### src/rtl/kmeans_k3n4_loader.sv
// Byte-serial point loader for the k=3, n=4 k-means core: assembles 4-dimension
// points, writes them to the d0..d3 memories, then pulses start. Optional: KMEANS_LOADER_CHECKSUM_EN.
module kmeans_k3n4_loader #(
  parameter int data_width               = 8,
  parameter int input_data_qty_bit_width = 8,
  parameter int input_data_qty           = 256
) (
  input  logic                                clk,
  input  logic                                rst,
  input  logic                                load_req,
  input  logic                                s_valid,
  input  logic [data_width-1:0]               s_data,
  output logic                                s_ready,
  output logic                                mem_we,
  output logic [input_data_qty_bit_width-1:0] mem_addr,
  output logic [data_width-1:0]               mem_d0_wdata,
  output logic [data_width-1:0]               mem_d1_wdata,
  output logic [data_width-1:0]               mem_d2_wdata,
  output logic [data_width-1:0]               mem_d3_wdata,
  output logic                                start,
  output logic                                busy,
  output logic                                done,
  output logic [input_data_qty_bit_width:0]   points_loaded
`ifdef KMEANS_LOADER_CHECKSUM_EN
  ,
  output logic [data_width+input_data_qty_bit_width+1:0] checksum
`endif
);

  localparam int DW = data_width;
  localparam int AW = input_data_qty_bit_width;
  localparam logic [AW:0] LAST_PT = (AW+1)'(input_data_qty - 1);

  typedef enum logic [2:0] {
    S_IDLE,
    S_LOAD,
    S_FLUSH,
    S_START,
    S_DONE
  } state_e;

  state_e          state_q, state_d;
  logic [1:0]      beat_q, beat_d;
  logic [DW-1:0]   h0_q, h0_d, h1_q, h1_d, h2_q, h2_d;
  logic [AW-1:0]   addr_cnt_q, addr_cnt_d;
  logic [AW:0]     points_q, points_d;
  logic            mem_we_q, mem_we_d;
  logic [AW-1:0]   mem_addr_q, mem_addr_d;
  logic [DW-1:0]   wd0_q, wd0_d, wd1_q, wd1_d, wd2_q, wd2_d, wd3_q, wd3_d;
  logic            accept;

`ifdef KMEANS_LOADER_CHECKSUM_EN
  localparam int CW = DW + AW + 2;
  logic [CW-1:0]   csum_q, csum_d;
`endif

  assign s_ready = (state_q == S_LOAD);
  assign accept  = s_ready && s_valid;

  always_comb begin
    // NOTE: every signal assigned here gets a default first, so no path can infer a latch.
    state_d    = state_q;
    beat_d     = beat_q;
    h0_d       = h0_q;
    h1_d       = h1_q;
    h2_d       = h2_q;
    addr_cnt_d = addr_cnt_q;
    points_d   = points_q;
    mem_we_d   = 1'b0;
    mem_addr_d = mem_addr_q;
    wd0_d      = wd0_q;
    wd1_d      = wd1_q;
    wd2_d      = wd2_q;
    wd3_d      = wd3_q;
`ifdef KMEANS_LOADER_CHECKSUM_EN
    csum_d     = csum_q;
`endif

    unique case (state_q)
      S_IDLE, S_DONE: begin
        if (load_req) begin
          state_d    = S_LOAD;
          beat_d     = 2'd0;
          addr_cnt_d = '0;
          points_d   = '0;
`ifdef KMEANS_LOADER_CHECKSUM_EN
          csum_d     = '0;
`endif
        end
      end
      S_LOAD: begin
        if (accept) begin
          beat_d = beat_q + 2'd1;
`ifdef KMEANS_LOADER_CHECKSUM_EN
          csum_d = csum_q + CW'(s_data);
`endif
          unique case (beat_q)
            2'd0: h0_d = s_data;
            2'd1: h1_d = s_data;
            2'd2: h2_d = s_data;
            default: begin
              // Beat 3 goes straight to the write port; the point is complete.
              mem_we_d   = 1'b1;
              mem_addr_d = addr_cnt_q;
              wd0_d      = h0_q;
              wd1_d      = h1_q;
              wd2_d      = h2_q;
              wd3_d      = s_data;
              addr_cnt_d = addr_cnt_q + AW'(1);
              points_d   = points_q + (AW+1)'(1);
              if (points_q == LAST_PT) state_d = S_FLUSH;
            end
          endcase
        end
      end
      S_FLUSH: state_d = S_START;
      S_START: state_d = S_DONE;
      default: state_d = S_IDLE;
    endcase
  end

  always_ff @(posedge clk) begin
    // NOTE: state registers use non-blocking assignments so every flop samples pre-edge values.
    if (!rst) begin
      state_q    <= S_IDLE;
      beat_q     <= 2'd0;
      h0_q       <= '0;
      h1_q       <= '0;
      h2_q       <= '0;
      addr_cnt_q <= '0;
      points_q   <= '0;
      mem_we_q   <= 1'b0;
      mem_addr_q <= '0;
      wd0_q      <= '0;
      wd1_q      <= '0;
      wd2_q      <= '0;
      wd3_q      <= '0;
`ifdef KMEANS_LOADER_CHECKSUM_EN
      csum_q     <= '0;
`endif
    end else begin
      state_q    <= state_d;
      beat_q     <= beat_d;
      h0_q       <= h0_d;
      h1_q       <= h1_d;
      h2_q       <= h2_d;
      addr_cnt_q <= addr_cnt_d;
      points_q   <= points_d;
      mem_we_q   <= mem_we_d;
      mem_addr_q <= mem_addr_d;
      wd0_q      <= wd0_d;
      wd1_q      <= wd1_d;
      wd2_q      <= wd2_d;
      wd3_q      <= wd3_d;
`ifdef KMEANS_LOADER_CHECKSUM_EN
      csum_q     <= csum_d;
`endif
    end
  end

  assign mem_we        = mem_we_q;
  assign mem_addr      = mem_addr_q;
  assign mem_d0_wdata  = wd0_q;
  assign mem_d1_wdata  = wd1_q;
  assign mem_d2_wdata  = wd2_q;
  assign mem_d3_wdata  = wd3_q;
  assign points_loaded = points_q;
  assign start         = (state_q == S_START);
  assign done          = (state_q == S_DONE);
  assign busy          = (state_q == S_LOAD) || (state_q == S_FLUSH) || (state_q == S_START);
`ifdef KMEANS_LOADER_CHECKSUM_EN
  assign checksum      = csum_q;
`endif

endmodule

### config.mk
export PLATFORM = sky130hd
export DESIGN_NAME = kmeans_k3n4_loader
export DESIGN_NICKNAME = d
export VERILOG_FILES = /design/src/rtl/kmeans_k3n4_loader.sv
export SDC_FILE = /design/constraint.sdc
export NUM_CORES = 1
export LEC_CHECK = 0
export ABC_AREA = 1
export BUFFER_PORTS_ARGS = -buffer_cell sky130_fd_sc_hd__buf_4
export CAP_MARGIN = 20
export CORE_MARGIN = 1.5
export CORE_UTILIZATION = 54
export CTS_CLUSTER_DIAMETER = 100
export DETAILED_ROUTE_END_ITERATION = 6
export PLACE_DENSITY = 0.79
export SYNTH_ARGS = -nofsm -noshare
export SYNTH_HDL_FRONTEND = slang
export SYNTH_SLANG_ARGS = --single-unit
### constraint.sdc
create_clock -name clk -period 1.9 [get_ports clk]
set_input_delay 0.095 -clock clk [delete_from_list [all_inputs] [get_ports clk]]
set_output_delay 0.095 -clock clk [all_outputs]
set_load 0.03 [all_outputs]
==> impl_metrics.toml <==
[yosys]
synth_top_area_share_pct = 48.12
syn_inst = 483
ys_async_sr_fraction_pct = 0
synth_fp_nets = 502
yosys_register_bits = 87
ys_warn_count = 0
syn_area_mm2 = 0.003620
yosysTopAreaCell = "dfxtp_1"
synth_cell_types = 28
yosysSeqAreaShare_pct = 48.12
yosys_most_used_dff = "dfxtp_1"
avgSynthCellArea_um2 = 7.494
synth_edf_count = 0
ys_top_cells_by_area = "dfxtp_1 48%, o21ai_0 8.2%, nor2_1 8.1%, nand2_1 7.4%, a21oi_1 7.2%"

[sta]
skew_ns = 0.01367
period_share_pct = 92.27
hold_viol = 0
setup_viol = 0
fin_crit_ns = 1.753
max_clock_freq_ghz = 0.5704
setup_tns_ns = 0
whs_ns = 0.02355
slew_headroom_pct = 64.67
maxSlewViolCount = 0
tightest_slew_ns = 0.5294

[setup_path]
rr_endpoint = "points_loaded[8]$_SDFFE_PN0P_"
crit_chain = "inv_2 > nand3_4 > inv_1 > buf_4"
arrival_ns = 1.66
r2r_setup_slack_ns = 0.15
cp_slowest_cell = "inv_1"
slowest_delay_ns = 0.43
r2r_cells = 10
cp-startpoint = "state_q[2]$_SDFFE_PN0P_"
crit_buf_inv = 3
cp-start-kind = "register"
cp_data_required_time_ns = 1.80
crit_path_end_kind = "output port"
path_max_fanout = 16
crit_family = "buffers and inverters"
path_class = "reg2out"
worstReg2RegStart = "points_loaded[0]$_SDFFE_PN0P_"

[power]
power_leakage_nw = 1.892
irDropWorstVdd_mv = 0.5303
report.power.total_mw = 3.689
power_density_mw_per_mm2 = 852.2

[die]
ios = 66
dieArea_mm2 = 0.007204
core_area_mm2 = 0.006422
die_y_um = 84.88
die_width_um = 84.88
start_util_pct = 56.36
fp-row-count = 29

[worst_hold_path]
whs_path_depth = 3
hold_path.class = "in2reg"
hold_end = "mem_d3_wdata[1]$_SDFFE_PN0P_"
hp-start = "s_data[1]"

[drt]
first_iter_violations = 195
drt-total-wl_um = 8076
routedWlPerCell_um = 12.96
viasPerCell = 5.278
antenna_left = 0
dr.pass1.iters = 7
drc = 3
vias = 3288

[layout]
diodes = 0
nFillCells = 562
nNetsFinal = 560
layout.cells.most_common = "dfxtp_1"
regArea_mm2 = 0.001749
final_cell_mix = "85 x dfxtp_1, 76 x nor2_1, 71 x nand2_1, 69 x buf_4, 59 x o21ai_0"
drive_gt1_share_pct = 20.15
post-route-util_pct = 67.41
syn_to_final_growth_pct = 19.60
stdcell_count = 623
multi_input_area_mm2 = 0.001575

[cts]
htreeDepth = 3
clkSlewWorstSetupHoldPaths_ns = 0.09
cts_sinks = 87
cts_buffer_depth = 2
ctsRootBufferMaster = "clkbuf_8"
cts_buffers = 9
cts_tree = "done"
clk_latency_ns = 0.36

[grt]
grt_max_degree = 51
grt_pass1_vias = 2914
grt_pass1_wl_um = 13520
grt_antenna_before_repair = 0
grt.overflow.total = 0
grt_usage_pct = 23.49

[outcome]
violations = "DRC"
outcome = "finished, violations left"

[place]
gp_congestion = 0.8103
dp_hpwl_um = 5446
dp_cells = 606
io_buffers = 65

[flow_run]
maxCapViolCount = 0
## final cells by class
class                      count  area share (%)
clock buffer                  10           2.948
sequential                    87           40.40
timing repair buffer          70           12.43
inverter                      50           4.393
clock inverter                 6           1.214
tap                           77           2.225
multi-input combinational    323           36.39
## registers in the layout (all words and copies together) (netlist names)
| register | count |
|---|---|
| addr_cnt_q | 8 |
| beat_q | 2 |
| h0_q | 8 |
| h1_q | 8 |
| h2_q | 8 |
| mem_addr | 8 |
| mem_d0_wdata | 8 |
| mem_d1_wdata | 8 |
| mem_d2_wdata | 8 |
| mem_d3_wdata | 8 |
| mem_we | 1 |
| points_loaded | 9 |
| state_q | 3 |
## timing repair
item,in CTS,in global routing
setup endpoints to repair,0,4
gates resized for setup,0,7
hold buffers,0,0
setup buffers,0,1
## worst min-delay path, stage by stage
cell,delay (ns)
buf_4,0.12
nor2_1,0.05
nor2_1,0.09
## stage by stage
step	cell area [µm²]	setup slack [ns]
2_1_floorplan	3622	0.1132
3_3_place_gp	4114	0.1836
3_5_place_dp	4114	0.1200
4_1_cts	4294	0.08615
5_1_grt	4329	-0.01822
6_report	4329	0.1468
## worst max-delay path by stage
stage / endpoint / depth (start not counted)
after floorplan: points_loaded[8]$_SDFFE_PN0P_ / 10
after global placement: points_loaded[8]$_SDFFE_PN0P_ / 10
after detailed placement: points_loaded[8]$_SDFFE_PN0P_ / 10
after CTS: points_loaded[8]$_SDFFE_PN0P_ / 10
after global routing: points_loaded[8]$_SDFFE_PN0P_ / 10
final: s_ready / 4
## cells in the mapped netlist, types with 2 or more instances
master    instances
a21oi_1          52
buf_2             6
buf_6             5
clkbuf_1         10
dfxtp_1          87
ha_1              7
inv_1            45
inv_2             4
nand2_1          71
nand2_2           3
nand2_4           2
nand3_1          32
nand4_1           2
nor2_1           78
nor2_2            3
nor2_4            2
o21ai_0          59
o21ai_1           4
xnor2_1           2
## layer usage
metal / global-route usage [%] / routed length, µm / vias to the layer above
met5: 0 / 0 / -
met4: 9.538 / 127 / 0
met3: 4.086 / 415 / 10
met2: 37.75 / 3793 / 86
met1: 31.61 / 3739 / 1520
li1: - / - / 1672
## power breakdown
| part | total (mW) | switching (mW) | internal [mW] |
|---|---|---|---|
| clock | 1.18 | 0.684 | 0.496 |
| sequential | 1.95 | 0.0621 | 1.89 |
| combinational | 0.561 | 0.380 | 0.181 |
## cells by family after synthesis
family / count (synthesis) / synth area share [%]
fa+ha+maj: 7 / 2.420
simple gates: 196 / 23.44
buf+inv: 73 / 8.987
xor+xnor: 2 / 0.4840
compound gates: 118 / 16.56
flops: 87 / 48.12
No activity file was read; power rests on OpenSTA's default activity.
